[config.mk]
export PLATFORM = sky130hd
export DESIGN_NAME = instr_history_reader
export DESIGN_NICKNAME = d
export VERILOG_FILES = /design/src/rtl/instr_history_reader_pkg.sv /design/src/rtl/instr_history_reader_hist_ram.sv /design/src/rtl/instr_history_reader.sv
export SDC_FILE = /design/constraint.sdc
export NUM_CORES = 1
export LEC_CHECK = 0
export BUFFER_PORTS_ARGS = -buffer_cell sky130_fd_sc_hd__buf_2
export CAP_MARGIN = 5
export CORE_MARGIN = 5
export CORE_UTILIZATION = 60
export DETAILED_ROUTE_END_ITERATION = 10
export GPL_ROUTABILITY_DRIVEN = 0
export PLACE_DENSITY = 0.89
export SETUP_SLACK_MARGIN = 0.05
export SYNTH_ARGS = -nofsm -noshare
export SYNTH_HDL_FRONTEND = slang
export SYNTH_SLANG_ARGS = --single-unit
[constraint.sdc]
create_clock -name clk -period 8.3 [get_ports clk]
set_clock_uncertainty 0.1 [all_clocks]
set_input_delay 1.66 -clock clk [delete_from_list [all_inputs] [get_ports clk]]
set_output_delay 1.66 -clock clk [all_outputs]
set_load 0.02 [all_outputs]
[src/rtl/instr_history_reader_pkg.sv]
// Shared constants and types for the retired-instruction history reader.
package instr_history_reader_pkg;

    // Default index width; history depth is 2**HIST_AW entries.
    localparam int HIST_AW    = 3;
    localparam int HIST_DEPTH = 2 ** HIST_AW;

    // Each entry holds the retiring PC in the upper half and the IR in the lower half.
    localparam int FIELD_W = 32;
    localparam int ENTRY_W = 2 * FIELD_W;
    localparam int IR_LSB  = 0;
    localparam int PC_LSB  = FIELD_W;

    typedef struct packed {
        logic [FIELD_W-1:0] pc;
        logic [FIELD_W-1:0] ir;
    } hist_entry_t;

    // Builds a stored entry from the W-stage PC and IR.
    function automatic hist_entry_t pack_entry(input logic [FIELD_W-1:0] pc,
                                               input logic [FIELD_W-1:0] ir);
        hist_entry_t e;
        e.pc = pc;
        e.ir = ir;
        return e;
    endfunction

endpackage

[src/rtl/instr_history_reader_hist_ram.sv]
// History storage: 2**AW x W, one synchronous write port, one registered read port.
module instr_history_reader_hist_ram
    import instr_history_reader_pkg::*;
#(
    parameter int AW = HIST_AW,
    parameter int W  = ENTRY_W
) (
    input  logic          clk,
    input  logic          we,
    input  logic [AW-1:0] waddr,
    input  logic [W-1:0]  wdata,
    input  logic          re,
    input  logic [AW-1:0] raddr,
    output logic [W-1:0]  rdata
);

    logic [W-1:0] mem [2**AW];
    logic [W-1:0] rdata_q;

    // Capture the retiring entry at the write address.
    // NOTE: storage carries no reset; the top only exposes entries that the count says were written.
    always_ff @(posedge clk) begin
        if (we) begin
            mem[waddr] <= wdata;
        end
    end

    // Registered read; holds the last word until the next request, and sees pre-write contents.
    always_ff @(posedge clk) begin
        if (re) begin
            rdata_q <= mem[raddr];
        end
    end

    assign rdata = rdata_q;

endmodule

[src/rtl/instr_history_reader.sv]
// Captures retired instructions into a circular history, freezes on exceptions,
// and serves k-back reads with a fixed one-cycle latency.
module instr_history_reader
    import instr_history_reader_pkg::*;
#(
    parameter int AW = HIST_AW
) (
    input  logic          clk,
    input  logic          reset,
    input  logic          wr_en,
    input  logic [31:0]   wr_ir,
    input  logic [31:0]   wr_pc,
    input  logic          freeze,
    input  logic          clear,
    input  logic          rd_req,
    input  logic [AW-1:0] rd_idx,
    output logic          rd_valid,
    output logic          rd_hit,
    output logic [31:0]   rd_ir,
    output logic [31:0]   rd_pc,
    output logic [AW:0]   count,
    output logic          frozen,
    output logic          overrun
);

    localparam int DEPTH = 2 ** AW;

    logic [AW-1:0] wptr_q, wptr_d;
    logic [AW:0]   count_q, count_d;
    logic          frozen_q, frozen_d;
    logic          overrun_q, overrun_d;
    logic          rd_valid_q, rd_valid_d;
    logic          rd_hit_q, rd_hit_d;

    logic          ram_we;
    logic [AW-1:0] rd_addr;
    hist_entry_t   rd_entry;

    // Next-state for pointer, occupancy, freeze/overrun and read response.
    // NOTE: every signal gets a default first so no path leaves a value unassigned (no latches).
    always_comb begin
        wptr_d     = wptr_q;
        count_d    = count_q;
        frozen_d   = frozen_q;
        overrun_d  = overrun_q;
        ram_we     = 1'b0;
        rd_valid_d = rd_req;
        rd_hit_d   = rd_hit_q;
        rd_addr    = wptr_q - AW'(1) - rd_idx;

        if (clear) begin
            // Clear discards a same-cycle write; a same-cycle freeze leaves it empty and frozen.
            wptr_d    = '0;
            count_d   = '0;
            overrun_d = 1'b0;
            frozen_d  = freeze;
        end else begin
            if (wr_en && !frozen_q) begin
                ram_we = 1'b1;
                wptr_d = wptr_q + AW'(1);
                if (count_q != (AW+1)'(DEPTH)) begin
                    count_d = count_q + (AW+1)'(1);
                end
            end else if (wr_en) begin
                overrun_d = 1'b1;
            end
            if (freeze) begin
                frozen_d = 1'b1;
            end
        end

        // Hit uses the pre-edge count, so a same-cycle write is not yet visible.
        if (rd_req) begin
            rd_hit_d = ({1'b0, rd_idx} < count_q);
        end
    end

    // State registers with asynchronous active-high reset.
    // NOTE: sequential state uses non-blocking assignments so all flops update from pre-edge values.
    always_ff @(posedge clk or posedge reset) begin
        if (reset) begin
            wptr_q     <= '0;
            count_q    <= '0;
            frozen_q   <= 1'b0;
            overrun_q  <= 1'b0;
            rd_valid_q <= 1'b0;
            rd_hit_q   <= 1'b0;
        end else begin
            wptr_q     <= wptr_d;
            count_q    <= count_d;
            frozen_q   <= frozen_d;
            overrun_q  <= overrun_d;
            rd_valid_q <= rd_valid_d;
            rd_hit_q   <= rd_hit_d;
        end
    end

    instr_history_reader_hist_ram #(
        .AW (AW),
        .W  (ENTRY_W)
    ) u_hist_ram (
        .clk   (clk),
        .we    (ram_we),
        .waddr (wptr_q),
        .wdata (pack_entry(wr_pc, wr_ir)),
        .re    (rd_req),
        .raddr (rd_addr),
        .rdata (rd_entry)
    );

    // A miss returns zeros; both the hit flag and RAM word hold until the next request.
    assign rd_ir    = rd_hit_q ? rd_entry.ir : 32'h0;
    assign rd_pc    = rd_hit_q ? rd_entry.pc : 32'h0;
    assign rd_valid = rd_valid_q;
    assign rd_hit   = rd_hit_q;
    assign count    = count_q;
    assign frozen   = frozen_q;
    assign overrun  = overrun_q;

endmodule
==> summary by stage <==
Routing
The number of routed nets with antenna violations is 0. The detailed-route via count is 10200. In this run, the number of DRC markers left after iteration 0 of detailed routing was 1020. Dividing the detail-routed wire length by the instance count gives 28.1 um. The aggregate routed wire length is 45800 um. The total iterations of the first detailed-routing run is 5. For this run, design rule violations remaining after detail routing come to 0. After detailed routing, the number of vias per cell comes to 6.25.

Critical path
The biggest cell delay along the critical path is 1080 ps. The signal on the critical path passes through buf_2 > inv_1 > ha_4 > fa_4 > buf_4 > mux4_2 > mux2_2. The type of destination of the critical path is a flop. The critical path contains buffers and inverters numbering 3 combined. The critical register-to-register path startpoint is wptr_q[0]. The critical path class is input port to flop. The endpoint of the worst register-to-register path is u_hist_ram.rdata[41]. The register-to-register setup slack is 4550 ps. The type of element launching the critical path is an input port. The number of cells on the critical path is 7. Of all nets on the critical path, the largest fanout is 64. The cell family with the largest share of critical-path delay is adder cells. Among all stages on the critical path, the largest delay is contributed by sky130_fd_sc_hd__fa_4.

The cell depth of the worst flop-to-flop path is 5. The data required time of the critical path is 8500 ps. The arrival time at the worst endpoint is 4690 ps.

Cells and area
The relative area change from synthesis to final layout is 12.5%. Fill cells in the final layout number 2063. In the final layout, the share of cells above drive strength 1 is 36.8%. The design area is 25100 um2. For this run, the share of the core covered by cells in the final layout is 68.6%. The number of non-filler instances in the completed layout is 1631. The final-stage net count is 1201.

Logic synthesis
Ranked by instance count, the synthesized netlist is headed by sky130_fd_sc_hd__edfxtp_1 (576), sky130_fd_sc_hd__mux4_2 (128), sky130_fd_sc_hd__and2_1 (64), sky130_fd_sc_hd__mux2_2 (64), sky130_fd_sc_hd__buf_6 (18). The synthesized netlist devotes 0.275% of its cell area to XOR and XNOR gates. Synthesis instantiated 31 different standard cells from the library.

The post-synthesis sequential area ratio is 78.8%. Among all flip-flop cells after synthesis, the most frequent one is sky130_fd_sc_hd__edfxtp_1. The total nets after synthesis is 1029. Counting flops with a built-in enable in the synthesized netlist gives 576.

The number of warnings reported in the yosys synthesis log is 0. By area the synthesized netlist is led by sky130_fd_sc_hd__edfxtp_1 (78%), sky130_fd_sc_hd__mux4_2 (13%), sky130_fd_sc_hd__mux2_2 (3.2%). Of the post-synthesis cell area, the dominant cell type holds 77.6%. The netlist area before placement is 22300 um2. Summing the areas of all compound-gate instances in the mapped netlist gives 0.359% of the synthesized area. The cell taking the most area after synthesis is sky130_fd_sc_hd__edfxtp_1. The number of synthesized register bits is 587. Measured against the total synthesized area, the mux share comes to 16.2%.

The main combinational cell family by area after synthesis is multiplexers. The async set or reset register ratio after synthesis is 1.87%. In the post-synthesis netlist, the cell with the most instances is sky130_fd_sc_hd__edfxtp_1.

The adder-cell area share of the yosys netlist is 0.426%. The instance count of the mapped netlist is 949. The synthesized netlist devotes 2.49% of its cell area to simple gates. The average cell area after synthesis is 23.5 um2.

Placed design
The number of I/O port buffers is 144. In this run, placement finished with an instance count of 1534. The post-placement cell area is 23500 um2. Once detailed placement completed, the half-perimeter wirelength came to 22700 um.

Global route
The pin count of the biggest net entering global routing is 81. The number of global-route vias before repair was 10900. The wire length of the first global-routing pass is 69300 um. The global-route total usage across every layer is 22.7%.

Summed over all layers, the global routing overflow is 0. The number of antenna violations at the first check in global routing is 8.

CTS
The clock tree from TritonCTS is yes. Clock-pin slew was measured on the worst setup and hold paths at 70 ps. CTS built an H-tree with a depth of 2. The tree built by TritonCTS fans out to 587 sinks.

The number of buffers created by CTS is 53. Post-CTS timing repair inserted 0 buffers for setup. In this run, post-CTS hold repair placed 0 buffers. The number of gates resized after CTS was 0. The clock latency at the later pin of the worst-skew pair is 580 ps.

Clock tree synthesis selected as its root buffer the cell sky130_fd_sc_hd__clkbuf_16. The maximum clock insertion buffer count is 3.

Timing
The final setup TNS is 0 ps. Setup violations remaining at the end of the flow were counted as 0. The max-slew violation count is 0. Setup repair after global routing left no endpoint under its margin. The final period demand of the worst path is 4500 ps. In this run the tightest slew margin relative to its limit is 26.2%. For the pin with the worst max-slew slack, the measured transition is 1110 ps. The maximum operating frequency is 222 MHz. The number of failing hold endpoints at the final stage is 0.

The share of the cycle needed by the critical path after routing is 54.2%.

Die
For this configuration, the core starts out at a cell density of 60.9%. The initialized floorplan defines 70 standard-cell rows. In this run the count of I/O pins placed on the die edge is 145. From bottom edge to top edge, the die measures 203 um.

The die is 203 um wide. The floorplan step defined a die boundary enclosing 41100 um2. The placeable core region is 36600 um2.

Power
The completed layout was analyzed and its total power is 6.13 mW. The power per standard cell area is 244 nW/um2. The peak supply drop is 0.146 mV. Summed over all cells, the static leakage comes to 8.26 nW.

Job
Across the run, the number of max-cap violations was 0.

Status
The run finished with clean final reports.

Hold path
The worst hold-check path type is flop to flop. The terminating pin of the worst hold path is overrun. The worst hold path was traced through 2 stages. The beginning of the worst hold path is overrun.
placed cells by master, fill, tap and decap left out, types with 2 or more instances in the layout:
cell type	n
sky130_fd_sc_hd__a21o_1	2
sky130_fd_sc_hd__a21oi_1	7
sky130_fd_sc_hd__and2_1	64
sky130_fd_sc_hd__buf_2	143
sky130_fd_sc_hd__buf_4	16
sky130_fd_sc_hd__bufinv_16	2
sky130_fd_sc_hd__clkbuf_1	16
sky130_fd_sc_hd__clkbuf_16	55
sky130_fd_sc_hd__clkinv_1	14
sky130_fd_sc_hd__clkinv_2	3
sky130_fd_sc_hd__dfrtp_1	10
sky130_fd_sc_hd__diode_2	6
sky130_fd_sc_hd__edfxtp_1	576
sky130_fd_sc_hd__ha_1	5
sky130_fd_sc_hd__inv_1	7
sky130_fd_sc_hd__mux2_2	64
sky130_fd_sc_hd__mux4_2	128
sky130_fd_sc_hd__nand2_1	3
sky130_fd_sc_hd__nand2b_1	4
sky130_fd_sc_hd__nand3_1	3
sky130_fd_sc_hd__nand3b_1	2
sky130_fd_sc_hd__nor2_1	6
sky130_fd_sc_hd__nor2_4	6
sky130_fd_sc_hd__nor3_2	2
sky130_fd_sc_hd__o21ai_0	3
sky130_fd_sc_hd__or3_1	3
tightest hold or removal path, stage by stage, from the launching register on:
cell and delay, ps:
sky130_fd_sc_hd__dfrtp_1 360, sky130_fd_sc_hd__a21oi_1 50, sky130_fd_sc_hd__nor2_1 70
cell type report:
cell class              count  area, um2  share of cell area, %
flip-flops and latches    587      17600                   70.0
multi-input cells         312       4470                   17.8
clock buffers              71       1440                   5.72
repair buffers            160        856                   3.41
well taps                 468        586                   2.33
clock inverters            20        136                  0.543
inverters                   7       26.3                  0.105
diodes                      6       15.0                 0.0598
how the worst max path moves through the flow:
stage	from	endpoint	slack (ps)
6_report	rd_idx[0]	u_hist_ram.rdata[41]	3800
4_1_cts	rd_idx[0]	u_hist_ram.rdata[41]	3840
3_5_place_dp	rd_idx[0]	u_hist_ram.rdata[48]	3320
2_1_floorplan	clear	u_hist_ram.mem[0][0]	1010
3_3_place_gp	rd_idx[0]	u_hist_ram.rdata[46]	3410
5_1_grt	rd_idx[0]	u_hist_ram.rdata[41]	3770
registers in the layout (all words and copies together) (netlist names):
name	cells
wptr_q	3
u_hist_ram.rdata	64
frozen	1
rd_valid	1
count	4
overrun	1
u_hist_ram.mem	512
rd_hit	1
power breakdown:
group | total (mW) | internal [mW] | switching (mW) | leakage, nW
Sequential | 3.34 | 3.32 | 0.0216 | 5.38
Clock | 2.26 | 1.27 | 0.990 | 0.763
Combinational | 0.535 | 0.250 | 0.285 | 2.12
Total | 6.13 | 4.84 | 1.30 | 8.26
cells by family after synthesis:
logic type | Yosys count
multiplexers | 192
adder cells (fa/ha/maj) | 7
AND/OR/NAND/NOR | 95
flip-flops | 587
AO/OA/AOI/OAI | 14
buffers and inverters | 50
XOR/XNOR | 4
per-stage QoR:
stage                     hold WS (ps)  worst slack (ps)
after detailed placement           393              3320
after CTS                          406              3840
final                              413              3800
after floorplan                    473              1010
after global placement             372              3410
after global routing               468              3770
per-layer routing:
metal	GRT usage, %	part of all wire (%)	vias up
met3	4.38	7.4	100
met4	7.95	3.2	6
met1	29.5	37	5324
met5	0	0.065	-
li1	-	-	4272
met2	39.2	53	494
Note: power is estimated with default switching activity, not from simulation.
